$ cat src/rtl/fir_shift_add_stream.sv
// Streaming FIR filter: one tap per cycle, each product built by shift-and-add
// over the coefficient bits. Accept -> MAC (TAPS cycles) -> DONE -> result pulse.
`timescale 1ns/1ps
module fir_shift_add_stream #(
  parameter int DATA_W = 4,
  parameter int COEF_W = 4,
  parameter int TAPS   = 10,
  parameter int OUT_W  = 16,
  parameter int SAT    = 1
) (
  input  logic                     clk,
  input  logic                     rst_n,
  input  logic                     in_valid,
  input  logic [DATA_W-1:0]        in_data,
  output logic                     in_ready,
  input  logic                     coef_we,
  input  logic [$clog2(TAPS)-1:0]  coef_addr,
  input  logic [COEF_W-1:0]        coef_data,
  output logic                     out_valid,
  output logic [OUT_W-1:0]         out_data,
  output logic                     busy
);

  localparam int AW    = $clog2(TAPS);
  localparam int AW1   = AW + 1;
  localparam int ACC_W = DATA_W + COEF_W + $clog2(TAPS);

  typedef enum logic [1:0] {
    IDLE = 2'd0,
    MAC  = 2'd1,
    DONE = 2'd2
  } state_t;

  state_t              state_r;
  logic [DATA_W-1:0]   x_r [TAPS];
  logic [COEF_W-1:0]   h_r [TAPS];
  logic [ACC_W-1:0]    acc_r;
  logic [AW-1:0]       idx_r;
  logic [OUT_W-1:0]    out_data_r;
  logic                out_valid_r;
  logic [ACC_W-1:0]    prod_s;
  logic [ACC_W-1:0]    acc_next_s;
  logic                addr_ok_s;

  function automatic logic [ACC_W-1:0] shift_add(input logic [COEF_W-1:0] h,
                                                 input logic [DATA_W-1:0] x);
    logic [ACC_W-1:0] p;
    p = '0;
    for (int b = 0; b < COEF_W; b++) begin
      if (h[b]) p = p + (ACC_W'(x) << b);
      else      p = p;
    end
    return p;
  endfunction

  // Widened copy lets the overflow test work whether OUT_W is above or below ACC_W.
  function automatic logic [OUT_W-1:0] clamp(input logic [ACC_W-1:0] a);
    logic [ACC_W+OUT_W-1:0] e;
    e = {{OUT_W{1'b0}}, a};
    if ((SAT != 0) && ((e >> OUT_W) != '0)) return '1;
    else                                    return e[OUT_W-1:0];
  endfunction

  // Current tap product and next accumulator value.
  always_comb begin
    prod_s     = shift_add(h_r[idx_r], x_r[idx_r]);
    acc_next_s = acc_r + prod_s;
    addr_ok_s  = ({1'b0, coef_addr} < AW1'(TAPS));
  end

  // Control FSM plus delay line, coefficient bank and accumulator.
  always_ff @(posedge clk or negedge rst_n) begin
    if (!rst_n) begin
      state_r     <= IDLE;
      acc_r       <= '0;
      idx_r       <= '0;
      out_data_r  <= '0;
      out_valid_r <= 1'b0;
      for (int k = 0; k < TAPS; k++) begin
        x_r[k] <= '0;
        h_r[k] <= COEF_W'(k);
      end
    end else begin
      out_valid_r <= 1'b0;
      if (coef_we && (state_r == IDLE) && addr_ok_s) h_r[coef_addr] <= coef_data;
      case (state_r)
        IDLE: begin
          if (in_valid) begin
            x_r[0] <= in_data;
            for (int k = 1; k < TAPS; k++) x_r[k] <= x_r[k-1];
            acc_r   <= '0;
            idx_r   <= '0;
            state_r <= MAC;
          end
        end
        MAC: begin
          acc_r <= acc_next_s;
          idx_r <= idx_r + AW'(1);
          if (idx_r == AW'(TAPS - 1)) state_r <= DONE;
        end
        DONE: begin
          out_data_r  <= clamp(acc_r);
          out_valid_r <= 1'b1;
          state_r     <= IDLE;
        end
        default: state_r <= IDLE;
      endcase
    end
  end

  assign in_ready  = (state_r == IDLE);
  assign busy      = (state_r != IDLE);
  assign out_valid = out_valid_r;
  assign out_data  = out_data_r;

endmodule
$ cat config.mk
export PLATFORM = sky130hd
export DESIGN_NAME = fir_shift_add_stream
export DESIGN_NICKNAME = d
export VERILOG_FILES = /design/src/rtl/fir_shift_add_stream.sv
export SDC_FILE = /design/constraint.sdc
export NUM_CORES = 1
export LEC_CHECK = 0
export ABC_AREA = 1
export BUFFER_PORTS_ARGS = -buffer_cell sky130_fd_sc_hd__buf_2
export CORE_MARGIN = 4
export CORE_UTILIZATION = 55
export DETAILED_ROUTE_END_ITERATION = 16
export GPL_TIMING_DRIVEN = 0
export PLACE_DENSITY = 0.73
export SYNTH_ARGS = -nofsm -noshare
export SYNTH_HDL_FRONTEND = slang
export SYNTH_SLANG_ARGS = --single-unit
export TNS_END_PERCENT = 50
$ cat constraint.sdc
create_clock -name clk -period 6.98 [get_ports clk]
set_input_delay 1.396 -clock clk [delete_from_list [all_inputs] [get_ports clk]]
set_output_delay 1.396 -clock clk [all_outputs]
set_load 0.03 [all_outputs]
==> metrics.csv, run 1 <==
metric,value,unit
leakage power of the design,3.16,nW
vias per inst,5.45,
"most common cell after layout, fill and taps aside",sky130_fd_sc_hd__nand2_1,
kind of cell with the highest combined delay on the critical path,adder cells,
area added between synthesis and finish,9.60,%
worst min path class,register to register,
postcts setup bufs,0,
Max H-tree Level,3,
distinct cell type count of the synthesized netlist,41,
netlist area before placement,0.00588,sq mm
footprint of the multi-input gates,0.00259,sq mm
Reg2Reg Setup Slack,0.51,ns
Worst Hold Launch,h_r[31],
initial core utilization,56.7,%
register clock-pin slew on the reported worst setup and hold paths,0.10,ns
start-to-end type of the worst setup path,register to register,
"EDFF count, synth",0,
CTS sink cnt,111,
Hold Crit Endpoint,h_r[31],
Total Neg Setup Slack,0,ns
period utilisation layout,92.7,%
clock latency at the later pin of the worst-skew pair,0.37,ns
master cell of the clock root buffer,sky130_fd_sc_hd__clkbuf_8,
Pwr Density,535,mW/mm^2
Storage cell area,0.00280,sq mm
asr flop ratio synth,100,%
iteration-0 DRC count of the detailed router,420,
number of cells produced by synthesis,728,
routability congestion estimate,0.896,
cell depth of the worst setup path,35,
1st-pass router iterations,6,
max-cap viol count,0,
Avg Synthesized Cell Area,8.08,sq um
slew of the pin with the lowest slew margin,0.798,ns
number of antenna-violating nets in the routed design,0,
CP Data Arrival Time,6.73,ns
Max Clk Rate,155,MHz
buffers added on ports,30,
pin count of the biggest net entering global routing,70,
Max-slew headroom,46.2,%
delay of the slowest cell on the worst path,0.49,ns
element type at the critical path start,register,
cell type with the largest total area after synthesis,sky130_fd_sc_hd__dfrtp_1,
standard-cell row count,37,
"top library cells by usage in the layout, fill and taps aside","189 x sky130_fd_sc_hd__nand2_1, 133 x sky130_fd_sc_hd__o21ai_0, 96 x sky130_fd_sc_hd__dfrtp_1",
Total Nets Final,814,
overall die area,0.0124,sq mm
global routing usage summed across all routing layers,23.1,%
"crit path setup slack, layout",0.511,ns
overall via count from detail_route,4983,
routed len/inst,15.3,microns
critical register-to-register path endpoint,acc_r[10],
count of cells along the worst register-to-register path,35,
FILL cells,898,
WL final,14000,microns
biggest area contributors in the synthesized netlist,"sky130_fd_sc_hd__dfrtp_1 41%, sky130_fd_sc_hd__nand2_1 12%, sky130_fd_sc_hd__o21ai_0 11%, sky130_fd_sc_hd__dfstp_2 6.7%, sky130_fd_sc_hd__inv_1 5.1%",
"Buf+Inv Stages, Crit Path",7,
global-route wire length before repair,23400,microns
via count of the first global-routing pass,4804,
detailed-route DRC error count,0,
worst path required time,7.24,ns
Hold Path Cell Cnt,2,
antenna diode instance count,0,
horizontal die dimension,111,microns
run status,"finished, final reports clean",
sequential fraction of the synthesis area,47.6,%
layout cells sized above 1,12.5,%
antenna violations before repair,0,
core outline area,0.0104,sq mm
"Top FF cell, synth",sky130_fd_sc_hd__dfrtp_1,
Yosys top cell area share,40.9,%
global route total overflow,0,
register bit total from synthesis,111,
number of cells upsized or downsized after cts,0,
Longest Clk Path Bufs,2,
half-perimeter wire length after placement,10100,microns
final hold violation count,0,
fin. max-slew vios,0,
worst vdd ir,0.231,mV
CTS tree,done,
Setup Slack @ Placement,0.604,ns
peak fanout along the critical path,10,
clock skew after layout,0.0132,ns
setup violators final,0,
die height,111,microns
crit path time final,6.47,ns
kind of capture point of the worst setup path,register,
Hold Slack,0.493,ns
RR Startpoint,idx_r[0],
# IOs,35,
setup repair after global routing missed its margin,false,
Yosys warning count,0,
hold_buf cts,0,
standard cell with the maximum stage delay on the critical path,sky130_fd_sc_hd__fa_1,
number of buffers created by CTS,9,
per-stage QoR:
step / power, mW / util, % / area, sq um / std cells
finish: 3.45 / 62.2 / 6440 / 914
detailed placement: 3.04 / 60.2 / 6240 / 898
floorplan: 2.53 / - / 5890 / 731
global route: 3.80 / 62.2 / 6440 / 914
CTS: 3.45 / 62.2 / 6440 / 914
global placement: 2.94 / 59.9 / 6210 / 897
worst register-to-register path, delay by kind of cell (launching register included):
| kind | cells | cell delay [ns] |
|---|---|---|
| and+or+nand+nor | 12 | 1.07 |
| xor gates and xnor gates | 2 | 0.31 |
| AOI/OAI and AO/OA | 8 | 1.25 |
| adders and majority gates | 6 | 2.20 |
| DFF | 1 | 0.42 |
| buffers and inverters | 7 | 1.13 |
flip-flops by register name (all words and copies together), names as in the netlist:
signal,count
h_r,40
state_r,2
out_data,12
x_r,40
idx_r,4
out_valid,1
acc_r,12
power by group:
part / total (mW) / leakage (nW) / internal, mW / switching [mW]
clock network: 0.400 / 0.0998 / 0.171 / 0.229
registers: 0.994 / 1.39 / 0.873 / 0.121
logic: 2.05 / 1.67 / 0.729 / 1.32
total: 3.45 / 3.16 / 1.77 / 1.67
layout make-up:
class / count / area share (%)
clock buffer: 9 / 1.92
multi-input combinational: 505 / 40.2
timing repair buffer: 31 / 2.80
inverter: 85 / 4.99
buffer: 30 / 2.83
sequential: 111 / 43.4
clock inverter: 7 / 1.22
tap: 136 / 2.64
per-layer routing:
layer  vias to the layer above  share of wire (%)  global-route usage [%]
met3                        17                6.4                    3.75
met1                      2357                 44                    31.9
met4                         0                1.5                    6.57
met5                         -                  0                       0
li1                       2455                  -                       -
met2                       154                 48                    38.1
synthesized netlist by cell type, types with 8 or more instances:
master	number
sky130_fd_sc_hd__a21oi_1	14
sky130_fd_sc_hd__ha_1	21
sky130_fd_sc_hd__o22ai_1	9
sky130_fd_sc_hd__buf_4	8
sky130_fd_sc_hd__nand2_1	189
sky130_fd_sc_hd__nand2_2	9
sky130_fd_sc_hd__nor2_1	52
sky130_fd_sc_hd__dfrtp_1	96
sky130_fd_sc_hd__dfstp_2	15
sky130_fd_sc_hd__clkbuf_1	12
sky130_fd_sc_hd__nand3_1	27
sky130_fd_sc_hd__o21ai_0	133
sky130_fd_sc_hd__inv_1	80
kinds of logic (layout without fill, tap and decap cells):
family	Yosys count	in the layout	synth area share, %
fa+ha+maj	25	25	5.83
simple gates	293	293	20.8
compound gates	177	177	16.3
flops	111	111	47.6
other cells	1	4	0.0638
buf+inv	115	162	8.57
mux	2	2	0.340
xor+xnor	4	4	0.596
how the worst max path moves through the flow:
stage / startpoint / endpoint
global route: idx_r[0] / acc_r[8]
global placement: idx_r[0] / acc_r[9]
CTS: idx_r[0] / acc_r[10]
floorplan: idx_r[0] / acc_r[10]
finish: idx_r[0] / acc_r[10]
detailed placement: idx_r[0] / acc_r[10]
Power figures use the tool's default switching activity.
==> inputs of run 2 (changes only) <==
Clock period 6.98 ns to 6.5 ns, I/O delays scaled along.
==> run 2 against run 1 <==
Against the previous run: sequential power rose by 8%; sequential share of layout area fell by 0.13 points; via count fell by 0.16%; die area did not move; cell count did not move; utilization rose by 0.18 points; power rose by 8.6%.
==> metrics.csv, run 2 (synthesized netlist as in run 1, its figures left out) <==
metric,value,unit
run status,"finished, final reports clean",
delay of the slowest cell on the worst path,0.45,ns
Total Neg Setup Slack,0,ns
standard-cell row count,37,
number of antenna-violating nets in the routed design,0,
core outline area,0.0104,sq mm
fin. max-slew vios,0,
routed len/inst,15.3,microns
vias per inst,5.44,
1st-pass router iterations,5,
"crit path setup slack, layout",0.581,ns
crit path time final,5.92,ns
worst vdd ir,0.254,mV
total cell area at the placement stage,0.00624,sq mm
register share of total power,28.5,%
Setup Slack @ Placement,0.124,ns
final hold violation count,0,
# IOs,35,
iteration-0 DRC count of the detailed router,352,
"most common cell after layout, fill and taps aside",sky130_fd_sc_hd__nand2_1,
overall die area,0.0124,sq mm
buffers added on ports,30,
setup repair after global routing missed its margin,false,
detailed-route DRC error count,0,
Max Clk Rate,169,MHz
half-perimeter wire length after placement,10100,microns
Hold Crit Endpoint,h_r[9],
Worst Hold Launch,h_r[9],
horizontal die dimension,111,microns
overall via count from detail_route,4975,
period utilisation layout,91.1,%
element type at the critical path start,register,
global routing usage summed across all routing layers,23.1,%
Clock power frac,11.5,%
number of buffers created by CTS,9,
die height,111,microns
slew of the pin with the lowest slew margin,0.605,ns
antenna violations before repair,0,
RR Startpoint,idx_r[0],
Reg2Reg Setup Slack,0.58,ns
"top library cells by usage in the layout, fill and taps aside","189 x sky130_fd_sc_hd__nand2_1, 131 x sky130_fd_sc_hd__o21ai_0, 96 x sky130_fd_sc_hd__dfrtp_1",
peak fanout along the critical path,10,
CP Data Arrival Time,6.18,ns
worst min path class,register to register,
CTS sink cnt,111,
critical register-to-register path endpoint,acc_r[10],
CTS tree,done,
count of cells along the worst register-to-register path,33,
master cell of the clock root buffer,sky130_fd_sc_hd__clkbuf_8,
initial core utilization,56.7,%
standard cell with the maximum stage delay on the critical path,sky130_fd_sc_hd__fa_1,
routability congestion estimate,0.896,
clock skew after layout,0.0144,ns
Max H-tree Level,3,
Hold Path Cell Cnt,2,
Pwr Density,579,mW/mm^2
fraction of power consumed by combinational cells,60.0,%
WL final,14000,microns
Total Nets Final,814,
post-route standard cell area excluding fillers,0.00646,sq mm
layout cells sized above 1,13.1,%
setup violators final,0,
Longest Clk Path Bufs,2,
antenna diode instance count,0,
kind of capture point of the worst setup path,register,
clock latency at the later pin of the worst-skew pair,0.38,ns
Sw Share,48.4,%
max-cap viol count,0,
register clock-pin slew on the reported worst setup and hold paths,0.10,ns
global route total overflow,0,
global-route wire length before repair,23400,microns
Max-slew headroom,59.5,%
leakage power of the design,3.17,nW
worst path required time,6.76,ns
switching power,1.81,mW
largest registers in the final layout,"h_r (40), x_r (40)",
area added between synthesis and finish,9.91,%
via count of the first global-routing pass,4804,
pin count of the biggest net entering global routing,70,
internal power of the cells,1.93,mW
start-to-end type of the worst setup path,register to register,
-- run 2: cell counts in the layout (fill, tap and decap cells not counted) --
Identical to the previous run, type by type.
-- run 2: routing by layer --
metal / share of wire [%] / up-vias / track usage, %
met5: 0 / - / 0
met3: 7.2 / 18 / 3.75
met1: 44 / 2316 / 31.9
met2: 47 / 184 / 38.1
met4: 1.6 / 0 / 6.57
li1: - / 2457 / -
-- run 2: how the worst max path moves through the flow --
stage | start | to | slack (ns) | depth (start not counted)
final | idx_r[0] | acc_r[10] | 0.58 | 33
after global routing | idx_r[2] | acc_r[8] | 0.06 | 29
after CTS | idx_r[0] | acc_r[10] | 0.09 | 35
after detailed placement | idx_r[0] | acc_r[10] | 0.12 | 35
after global placement | idx_r[0] | acc_r[9] | 0.23 | 34
after floorplan | idx_r[0] | acc_r[10] | 1.07 | 35
-- run 2: timing repair --
item | CTS | global route
endpoints found under the hold margin | 0 | 0
gates resized for setup | 0 | 8
setup buffers | 0 | 2
hold buffers | 0 | 0
setup endpoints to repair | 0 | 5
-- run 2: worst max-delay path: cells and delay by family, from the launching register on --
family	cells	cell delay, ns
AND/OR/NAND/NOR	11	0.98
adder cells (fa/ha/maj)	6	2.09
flip-flops	1	0.42
AO/OA/AOI/OAI	8	1.10
multiplexers	1	0.16
buffers and inverters	5	0.64
XOR/XNOR	2	0.42
-- run 2: final cells by class --
| cell class | count | area (sq um) |
|---|---|---|
| well taps | 136 | 170 |
| multi-input cells | 505 | 2600 |
| repair buffers | 33 | 195 |
| clock buffers | 9 | 124 |
| flip-flops and latches | 111 | 2800 |
| fillers | 896 | 3910 |
| inverters | 85 | 322 |
| plain buffers | 28 | 178 |
| clock inverters | 7 | 78.8 |
-- run 2: through the flow --
stage	power [mW]	hold WS (ns)	util (%)	instances
final	3.74	0.494	62.3	914
after global routing	4.13	0.518	62.3	914
after CTS	3.71	0.494	62.2	914
after detailed placement	3.26	0.468	60.2	898
after global placement	3.16	0.449	59.9	897
after floorplan	2.72	0.445	-	731
-- run 2: power by group through the flow --
stage	clock network [mW]	registers [mW]	logic (mW)
5_1_grt	0.470	1.10	2.56
4_1_cts	0.439	1.07	2.20
2_1_floorplan	0	1.12	1.60
3_3_place_gp	0	1.07	2.09
6_report	0.429	1.07	2.25
3_5_place_dp	0	1.08	2.18
